<file path="src/rtl/awb_gain_apply_pkg.sv">
// Shared ISP definitions for the white-balance gain stage: tag bit positions,
// widths, default gain format and the tag classifier.
package awb_gain_apply_pkg;

  localparam int PIXEL_W = 12;
  localparam int TAG_W   = 4;
  localparam int GAIN_W  = 8;
  localparam int PROD_W  = PIXEL_W + GAIN_W;

  // Colour tag bit positions on Din[3:0]
  localparam int TAG_R  = 2;
  localparam int TAG_B  = 1;
  localparam int TAG_GR = 0;
  localparam int TAG_GB = 3;

  localparam int GAIN_FRAC_DEF = 5;
  localparam logic [GAIN_W-1:0] GAIN_UNITY = GAIN_W'(1 << GAIN_FRAC_DEF);

  typedef enum logic {
    ST_IDLE   = 1'b0,
    ST_ACTIVE = 1'b1
  } awb_state_e;

  typedef enum logic [1:0] {
    CH_R   = 2'd0,
    CH_G   = 2'd1,
    CH_B   = 2'd2,
    CH_BAD = 2'd3
  } tag_ch_e;

  // Legal tags carry exactly one of R, B or the G group (GR and GB may both be set).
  function automatic tag_ch_e classify_tag(input logic [TAG_W-1:0] tag);
    logic r, g, b;
    r = tag[TAG_R];
    b = tag[TAG_B];
    g = tag[TAG_GR] | tag[TAG_GB];
    case ({r, g, b})
      3'b100:  classify_tag = CH_R;
      3'b010:  classify_tag = CH_G;
      3'b001:  classify_tag = CH_B;
      default: classify_tag = CH_BAD;
    endcase
  endfunction

endpackage

</file>
<file path="src/rtl/awb_gain_apply_mul.sv">
// Two-stage multiply / round / saturate pipe with tag and framing sidebands.
// Stage 1 registers pixel*gain; stage 2 rounds to nearest, clips and drives Dout.
module awb_mul_sat
  import awb_gain_apply_pkg::*;
#(
  parameter int                 GAIN_FRAC = GAIN_FRAC_DEF,
  parameter logic [PIXEL_W-1:0] PIX_MAX   = 12'hFFF
) (
  input  logic               clk,
  input  logic               rst_n,
  input  logic               en_i,
  input  logic               sof_i,
  input  logic               eof_i,
  input  logic [PIXEL_W-1:0] pix_i,
  input  logic [TAG_W-1:0]   tag_i,
  input  logic [GAIN_W-1:0]  gain_i,
  output logic [15:0]        dout_o,
  output logic               dout_en_o,
  output logic               sof_o,
  output logic               eof_o
);

  localparam int RND_W = PROD_W + 1;

  logic [PROD_W-1:0]  prod_d, prod_q;
  logic [TAG_W-1:0]   tag1_q;
  logic               en1_q, sof1_q, eof1_q;
  logic [RND_W-1:0]   rounded;
  logic [PIXEL_W-1:0] sat_pix;
  logic [15:0]        dout_q;
  logic               en2_q, sof2_q, eof2_q;

  assign prod_d = PROD_W'(pix_i) * PROD_W'(gain_i);

  // Round half up in the fixed-point domain, then clip to the pixel ceiling.
  always_comb begin
    rounded = ({1'b0, prod_q} + RND_W'(1 << (GAIN_FRAC - 1))) >> GAIN_FRAC;
    sat_pix = (rounded > RND_W'(PIX_MAX)) ? PIX_MAX : rounded[PIXEL_W-1:0];
  end

  // Stage 1: product and sidebands; sidebands follow the inputs unconditionally.
  always_ff @(posedge clk or negedge rst_n) begin
    if (!rst_n) begin
      prod_q <= '0;
      tag1_q <= '0;
      en1_q  <= 1'b0;
      sof1_q <= 1'b0;
      eof1_q <= 1'b0;
    end else begin
      prod_q <= prod_d;
      tag1_q <= tag_i;
      en1_q  <= en_i;
      sof1_q <= sof_i;
      eof1_q <= eof_i;
    end
  end

  // Stage 2: Dout only moves on a qualified pixel, so it holds between pixels.
  always_ff @(posedge clk or negedge rst_n) begin
    if (!rst_n) begin
      dout_q <= '0;
      en2_q  <= 1'b0;
      sof2_q <= 1'b0;
      eof2_q <= 1'b0;
    end else begin
      if (en1_q) dout_q <= {sat_pix, tag1_q};
      en2_q  <= en1_q;
      sof2_q <= sof1_q;
      eof2_q <= eof1_q;
    end
  end

  assign dout_o    = dout_q;
  assign dout_en_o = en2_q;
  assign sof_o     = sof2_q;
  assign eof_o     = eof2_q;

endmodule

</file>
<file path="src/rtl/awb_gain_apply.sv">
// White-balance gain stage for the tagged Bayer stream. Gains are double
// buffered (pending -> shadow on sof) so a frame uses one consistent gain set.
// Stream handshake: data_en qualifies Din/sof/eof every cycle, there is no
// backpressure, and dout_en qualifies Dout/sof_o/eof_o two cycles later.
module awb_gain_apply
  import awb_gain_apply_pkg::*;
#(
  parameter int                 GAIN_FRAC = GAIN_FRAC_DEF,
  parameter logic [PIXEL_W-1:0] PIX_MAX   = 12'hFFF
) (
  input  logic        clk,
  input  logic        rst_n,
  input  logic [15:0] Din,
  input  logic        data_en,
  input  logic        sof,
  input  logic        eof,
  input  logic [7:0]  rGain,
  input  logic [7:0]  gGain,
  input  logic [7:0]  bGain,
  input  logic        gain_upd,
  input  logic        bypass,
  output logic [15:0] Dout,
  output logic        dout_en,
  output logic        sof_o,
  output logic        eof_o,
  output logic        in_frame,
  output logic [15:0] err_cnt
);

  localparam logic [GAIN_W-1:0] UNITY = GAIN_W'(1 << GAIN_FRAC);

  awb_state_e        state_q, state_d;
  logic              pend_q, pend_d;
  logic [GAIN_W-1:0] pend_r_q, pend_g_q, pend_b_q;
  logic [GAIN_W-1:0] pend_r_d, pend_g_d, pend_b_d;
  logic [GAIN_W-1:0] shd_r_q, shd_g_q, shd_b_q;
  logic [GAIN_W-1:0] shd_r_d, shd_g_d, shd_b_d;
  logic [15:0]       err_cnt_q, err_cnt_d;
  logic [GAIN_W-1:0] gain_sel;
  logic              acc_sof, acc_eof, pix_in_frame;
  logic              err_tag, err_eof, err_restart;
  logic [1:0]        err_inc;
  tag_ch_e           ch;

  assign acc_sof      = data_en & sof;
  assign acc_eof      = data_en & eof;
  assign pix_in_frame = (state_q == ST_ACTIVE) | acc_sof;
  assign ch           = classify_tag(Din[TAG_W-1:0]);

  // FSM next state: eof always closes the frame (covers one-pixel frames), sof opens or restarts it.
  always_comb begin
    state_d = state_q;
    if (data_en) begin
      if (eof)      state_d = ST_IDLE;
      else if (sof) state_d = ST_ACTIVE;
    end
  end

  // Gain double-buffer, per-pixel gain select and error accounting.
  always_comb begin
    pend_d   = pend_q;
    pend_r_d = pend_r_q;
    pend_g_d = pend_g_q;
    pend_b_d = pend_b_q;
    shd_r_d  = shd_r_q;
    shd_g_d  = shd_g_q;
    shd_b_d  = shd_b_q;
    gain_sel = UNITY;
    err_tag  = 1'b0;

    // The reloaded shadow is used by the sof pixel itself, so select from shd_*_d.
    if (acc_sof && pend_q) begin
      shd_r_d = pend_r_q;
      shd_g_d = pend_g_q;
      shd_b_d = pend_b_q;
      pend_d  = 1'b0;
    end
    // A simultaneous update lands in pending only, after the old set moved.
    if (gain_upd) begin
      pend_r_d = rGain;
      pend_g_d = gGain;
      pend_b_d = bGain;
      pend_d   = 1'b1;
    end

    if (!bypass && pix_in_frame) begin
      case (ch)
        CH_R:    gain_sel = shd_r_d;
        CH_G:    gain_sel = shd_g_d;
        CH_B:    gain_sel = shd_b_d;
        default: begin
          gain_sel = UNITY;
          err_tag  = data_en;
        end
      endcase
    end

    err_eof     = acc_eof & ~sof & (state_q == ST_IDLE);
    err_restart = acc_sof & (state_q == ST_ACTIVE);
    err_inc     = {1'b0, err_tag} + {1'b0, err_eof} + {1'b0, err_restart};

    if (({1'b0, err_cnt_q} + 17'(err_inc)) > 17'h0FFFF) err_cnt_d = 16'hFFFF;
    else                                                 err_cnt_d = err_cnt_q + 16'(err_inc);
  end

  // Control state; reset restores unity shadow gains and drops any pending set.
  always_ff @(posedge clk or negedge rst_n) begin
    if (!rst_n) begin
      state_q   <= ST_IDLE;
      pend_q    <= 1'b0;
      pend_r_q  <= '0;
      pend_g_q  <= '0;
      pend_b_q  <= '0;
      shd_r_q   <= UNITY;
      shd_g_q   <= UNITY;
      shd_b_q   <= UNITY;
      err_cnt_q <= '0;
    end else begin
      state_q   <= state_d;
      pend_q    <= pend_d;
      pend_r_q  <= pend_r_d;
      pend_g_q  <= pend_g_d;
      pend_b_q  <= pend_b_d;
      shd_r_q   <= shd_r_d;
      shd_g_q   <= shd_g_d;
      shd_b_q   <= shd_b_d;
      err_cnt_q <= err_cnt_d;
    end
  end

  awb_mul_sat #(
    .GAIN_FRAC (GAIN_FRAC),
    .PIX_MAX   (PIX_MAX)
  ) u_mul_sat (
    .clk       (clk),
    .rst_n     (rst_n),
    .en_i      (data_en),
    .sof_i     (sof),
    .eof_i     (eof),
    .pix_i     (Din[15:4]),
    .tag_i     (Din[3:0]),
    .gain_i    (gain_sel),
    .dout_o    (Dout),
    .dout_en_o (dout_en),
    .sof_o     (sof_o),
    .eof_o     (eof_o)
  );

  assign in_frame = (state_q == ST_ACTIVE);
  assign err_cnt  = err_cnt_q;

endmodule

</file>
<file path="config.mk">
export PLATFORM = sky130hd
export DESIGN_NAME = awb_gain_apply
export DESIGN_NICKNAME = d
export VERILOG_FILES = /design/src/rtl/awb_gain_apply_pkg.sv /design/src/rtl/awb_gain_apply_mul.sv /design/src/rtl/awb_gain_apply.sv
export SDC_FILE = /design/constraint.sdc
export NUM_CORES = 1
export LEC_CHECK = 0
export BUFFER_PORTS_ARGS = -buffer_cell sky130_fd_sc_hd__buf_2
export CAP_MARGIN = 20
export CORE_MARGIN = 8
export CORE_UTILIZATION = 31
export CTS_CLUSTER_SIZE = 24
export DETAILED_ROUTE_END_ITERATION = 10
export GPL_TIMING_DRIVEN = 0
export PLACE_DENSITY = 0.46
export SYNTH_ARGS = -nofsm -noshare
export SYNTH_HDL_FRONTEND = slang
export SYNTH_HIERARCHICAL = 1
export SYNTH_SLANG_ARGS = --single-unit
</file>
<file path="constraint.sdc">
create_clock -name clk -period 17.7 [get_ports clk]
set_clock_uncertainty 0.2 [all_clocks]
set_input_delay 4.425 -clock clk [delete_from_list [all_inputs] [get_ports clk]]
set_output_delay 4.425 -clock clk [all_outputs]
set_load 0.02 [all_outputs]
</file>
==> impl_results.md <==
* Vias at slightly above 5000
* Top Ports at 83
* Cell Pwr Density at 76.4 nW/um^2
* Crit share post-route at between 60 and 70%
* YS warnings at 6
* Layout cells sized above 1 at ~22%
* Actual slew at the worst max-slew pin at roughly 0.92 ns
* Top_reg_cell synth: dfrtp_1
* Synth cell count leaders: dfrtp_1 (105), inv_1 (89), and2_1 (68), nand2_1 (68), fa_1 (62)
* Fill count at 2471
* Clock transition at path regs at 0.08 ns
* Slew Limit Fails at 0
* R2R Path Start: pend_q$_DFFE_PN0P_
* DR iter-0 viols at 202
* First-pass GRT wire length at around 29 mm
* Post-synthesis net count at 851
* Most area-hungry cell type in the Yosys netlist: dfrtp_1
* Avg Cell Area, Syn at 10.6 sq um
* Register area at 2710 sq um
* Post-Synthesis Cells at 702
* Met3 wire length at 562 microns
* CP top delay family: adder cells
* Finish-stage setup viols at 0
* Critical Path AT at 10.93 ns
* Multi-input gate area at 4350 sq um
* H-tree depth at 3
* R2R depth at 20
* Final #Nets at 945
* Area Growth Syn to Fin at 15.4%
* Core Area at roughly 24000 sq um
* Highest routed layer: met4
* Fmax at ~92 MHz
* # rows at 57
* Clk buf depth at 2
* Hold Crit Start: u_mul_sat/sof1_q$_DFF_PN0_
* Max FO, Critical Path at 10
* Port bufs at slightly above 80
* ANT cells at 0
* EDFF count, synth at 0
* Final Hold Fails at 0
* Drt first pass iters at 6
* Netlist cell types at 57
* Fin crit period at 10.90 ns
* Min-Delay Path Depth at 0
* Gr ovfl total at 0
* Placer Congestion at 0.751
* Synth Cell Area at approximately 7500 sq um
* Vias in the first global route at between 5000 and 6000
* Worst Path Buf+Inv at 5
* GRT Resource Usage Total at between 10% and 20%
* Die area at 29300 sq um
* CP endpoint kind: flop
* Hold Crit Class: flop to flop
* Drt drc at 0
* Die height at 171 microns
* Clock Tree Root: clkbuf_16
* Peak supply drop at 44.2 uV
* P_leak at approximately 0.0042 uW
* Top cells by area, synth: dfrtp_1 (35%), fa_1 (17%), mux2_2 (8.3%), ha_1 (6.7%), and2_1 (5.7%)
* R2r setup slk at around 11 ns
* Worst path required time at 17.73 ns
* Initial antenna violation count at 0
* Post-CTS Hold Buffers at 0
* Ys async rst share at 100%
* M1 wire length at 8.08 mm
* WL per Instance at 14.9 microns
* Hold Path End: u_mul_sat/sof_o$_DFF_PN0_
* Worst reg2reg endpoint: u_mul_sat/prod_q[16]$_DFF_PN0_
* Startpoint type of the worst setup path: primary input
* Most used cell along the critical path: fa_1
* Share of the synthesized area in the top cell type at 35.1%
* Initial core utilization at roughly 31%
* Largest net degree at the start of global routing at 78
* Setup TNS at 0 ns
* Max-Cap Viols at 0
* Avg Vias per Cell at approximately 4.6
* CTS tree: yes
* RSZ-0062 raised after global routing: no
* Worst skew pair latency at around 0.36 ns
* Sink Count at about 110
* Most frequent cell after synthesis: dfrtp_1
* Met2 wire length at 7.92 mm
* Setup Buffers After CTS at 0
* Fin area at roughly 8600 sq um
* Post-DRT Antenna Nets at 0
* Seq/Total Area, Yosys at 36.2%
* Estimated wirelength of the detail-placed design at 13.2 mm
* CP max stage cell: nor3_2
* Die width at 171 microns
* Post-Route WL at 16.8 mm
* Worst slew margin relative to its limit at 38.7%
* Worst Path Class, Setup: primary input to flop
* Cell Chain, Critical Path: buf_2, nor3_2, nand2_1, a211oi_2, a21boi_0, clkbuf_1, nand2_1, fa_1, fa_1, inv_1, fa_1, inv_1, fa_1, inv_1, ha_1, o21a_1, o211a_1, and4_1, a32o_1, or2_1, o311a_1
* Post-cts repair resize count at 0
* Outcome: complete, no violations
* Dpl cell area at 8330 sq um
* Number of synthesized register bits at 108
* Slowest stage delay, CP at 0.61 ns
* Clock buffer count from CTS at 9
## how the worst max path moves through the flow
| stage | from | end | slack (ns) | depth (start not counted) |
|---|---|---|---|---|
| after floorplan | Din[1] | u_mul_sat/prod_q[16]$_DFF_PN0_ | 7.66 | 19 |
| after global placement | Din[3] | u_mul_sat/prod_q[16]$_DFF_PN0_ | 6.17 | 20 |
| after detailed placement | Din[3] | u_mul_sat/prod_q[16]$_DFF_PN0_ | 6.30 | 21 |
| after CTS | Din[3] | u_mul_sat/prod_q[16]$_DFF_PN0_ | 6.69 | 21 |
| after global routing | Din[3] | u_mul_sat/prod_q[16]$_DFF_PN0_ | 6.26 | 21 |
| final | Din[3] | u_mul_sat/prod_q[16]$_DFF_PN0_ | 6.80 | 21 |
## power breakdown
group,switching (uW),internal [uW],total (uW)
Sequential,24.1,285,309
Clock,96.9,105,202
Combinational,85.8,62.5,148
## flip-flops by register name (all words and copies together), names as in the netlist
signal	flops
u_mul_sat/sof1_q	1
u_mul_sat/sof_o	1
u_mul_sat/tag1_q	4
u_mul_sat/eof_o	1
u_mul_sat/prod_q	16
shd_b_q	8
u_mul_sat/eof1_q	1
pend_r_q	8
u_mul_sat/en1_q	1
pend_b_q	8
shd_g_q	8
shd_r_q	8
in_frame	1
u_mul_sat/dout_o	16
pend_q	1
pend_g_q	8
err_cnt	16
u_mul_sat/dout_en_o	1
## area by class of cell
class,count,area share (%)
multi-input combinational,484,50.4
clock inverter,5,0.493
tap,324,4.70
clock buffer,11,2.93
timing repair buffer,83,5.18
inverter,89,3.87
sequential,108,31.4
buffer,21,1.06
## per-layer routing
layer | vias to the layer above | global-route usage (%)
met5 | - | 0
met4 | 0 | 3.63
met3 | 9 | 2.20
met2 | 71 | 20.4
met1 | 2599 | 16.5
li1 | 2486 | -
## logic make-up (layout without fill, tap and decap cells)
family	Yosys count	after routing	synth area share [%]
and+or+nand+nor	215	215	15.5
buffers and inverters	110	209	5.69
DFF	108	108	36.2
adders and majority gates	102	102	23.3
AOI/OAI and AO/OA	78	78	7.06
muxes	56	56	8.42
xor gates and xnor gates	33	33	3.87
## per-stage QoR
stage / worst slack, ns / total power, uW / hold WS [ns] / utilization [%] / cells
5_1_grt: 6.26 / 705 / 0.157 / 36.0 / 1125
4_1_cts: 6.69 / 674 / 0.154 / 36.0 / 1124
6_report: 6.80 / 660 / 0.151 / 36.0 / 1125
3_3_place_gp: 6.17 / 464 / 0.133 / 34.6 / 1107
3_5_place_dp: 6.30 / 467 / 0.136 / 34.7 / 1108
2_1_floorplan: 7.66 / 410 / 0.131 / - / 702
## cell usage in the layout (no fill, tap or decap), drive strengths merged, types with 2 or more instances in the layout
cell and count:
inv 92, xnor2 19, nor3 5, nand2b 2, mux2 55, o31ai 2
o21ai 10, nor2b 2, and4b 2, nor4b 3, dfrtp 105, a211oi 3
a32oi 6, a31o 2, xor2 14, a31oi 4, dfstp 3, a21o 6
or3 2, nand4 6, ha 40, nor2 26, a21boi 8, a21oi 25
nand2 68, o21a 2, buf 88, clkinv 2, fa 62, clkbuf 27
nand3 13, nor4 3, and3 8, and4 2, and2 69, a22oi 2
Power figures use the tool's default switching activity.
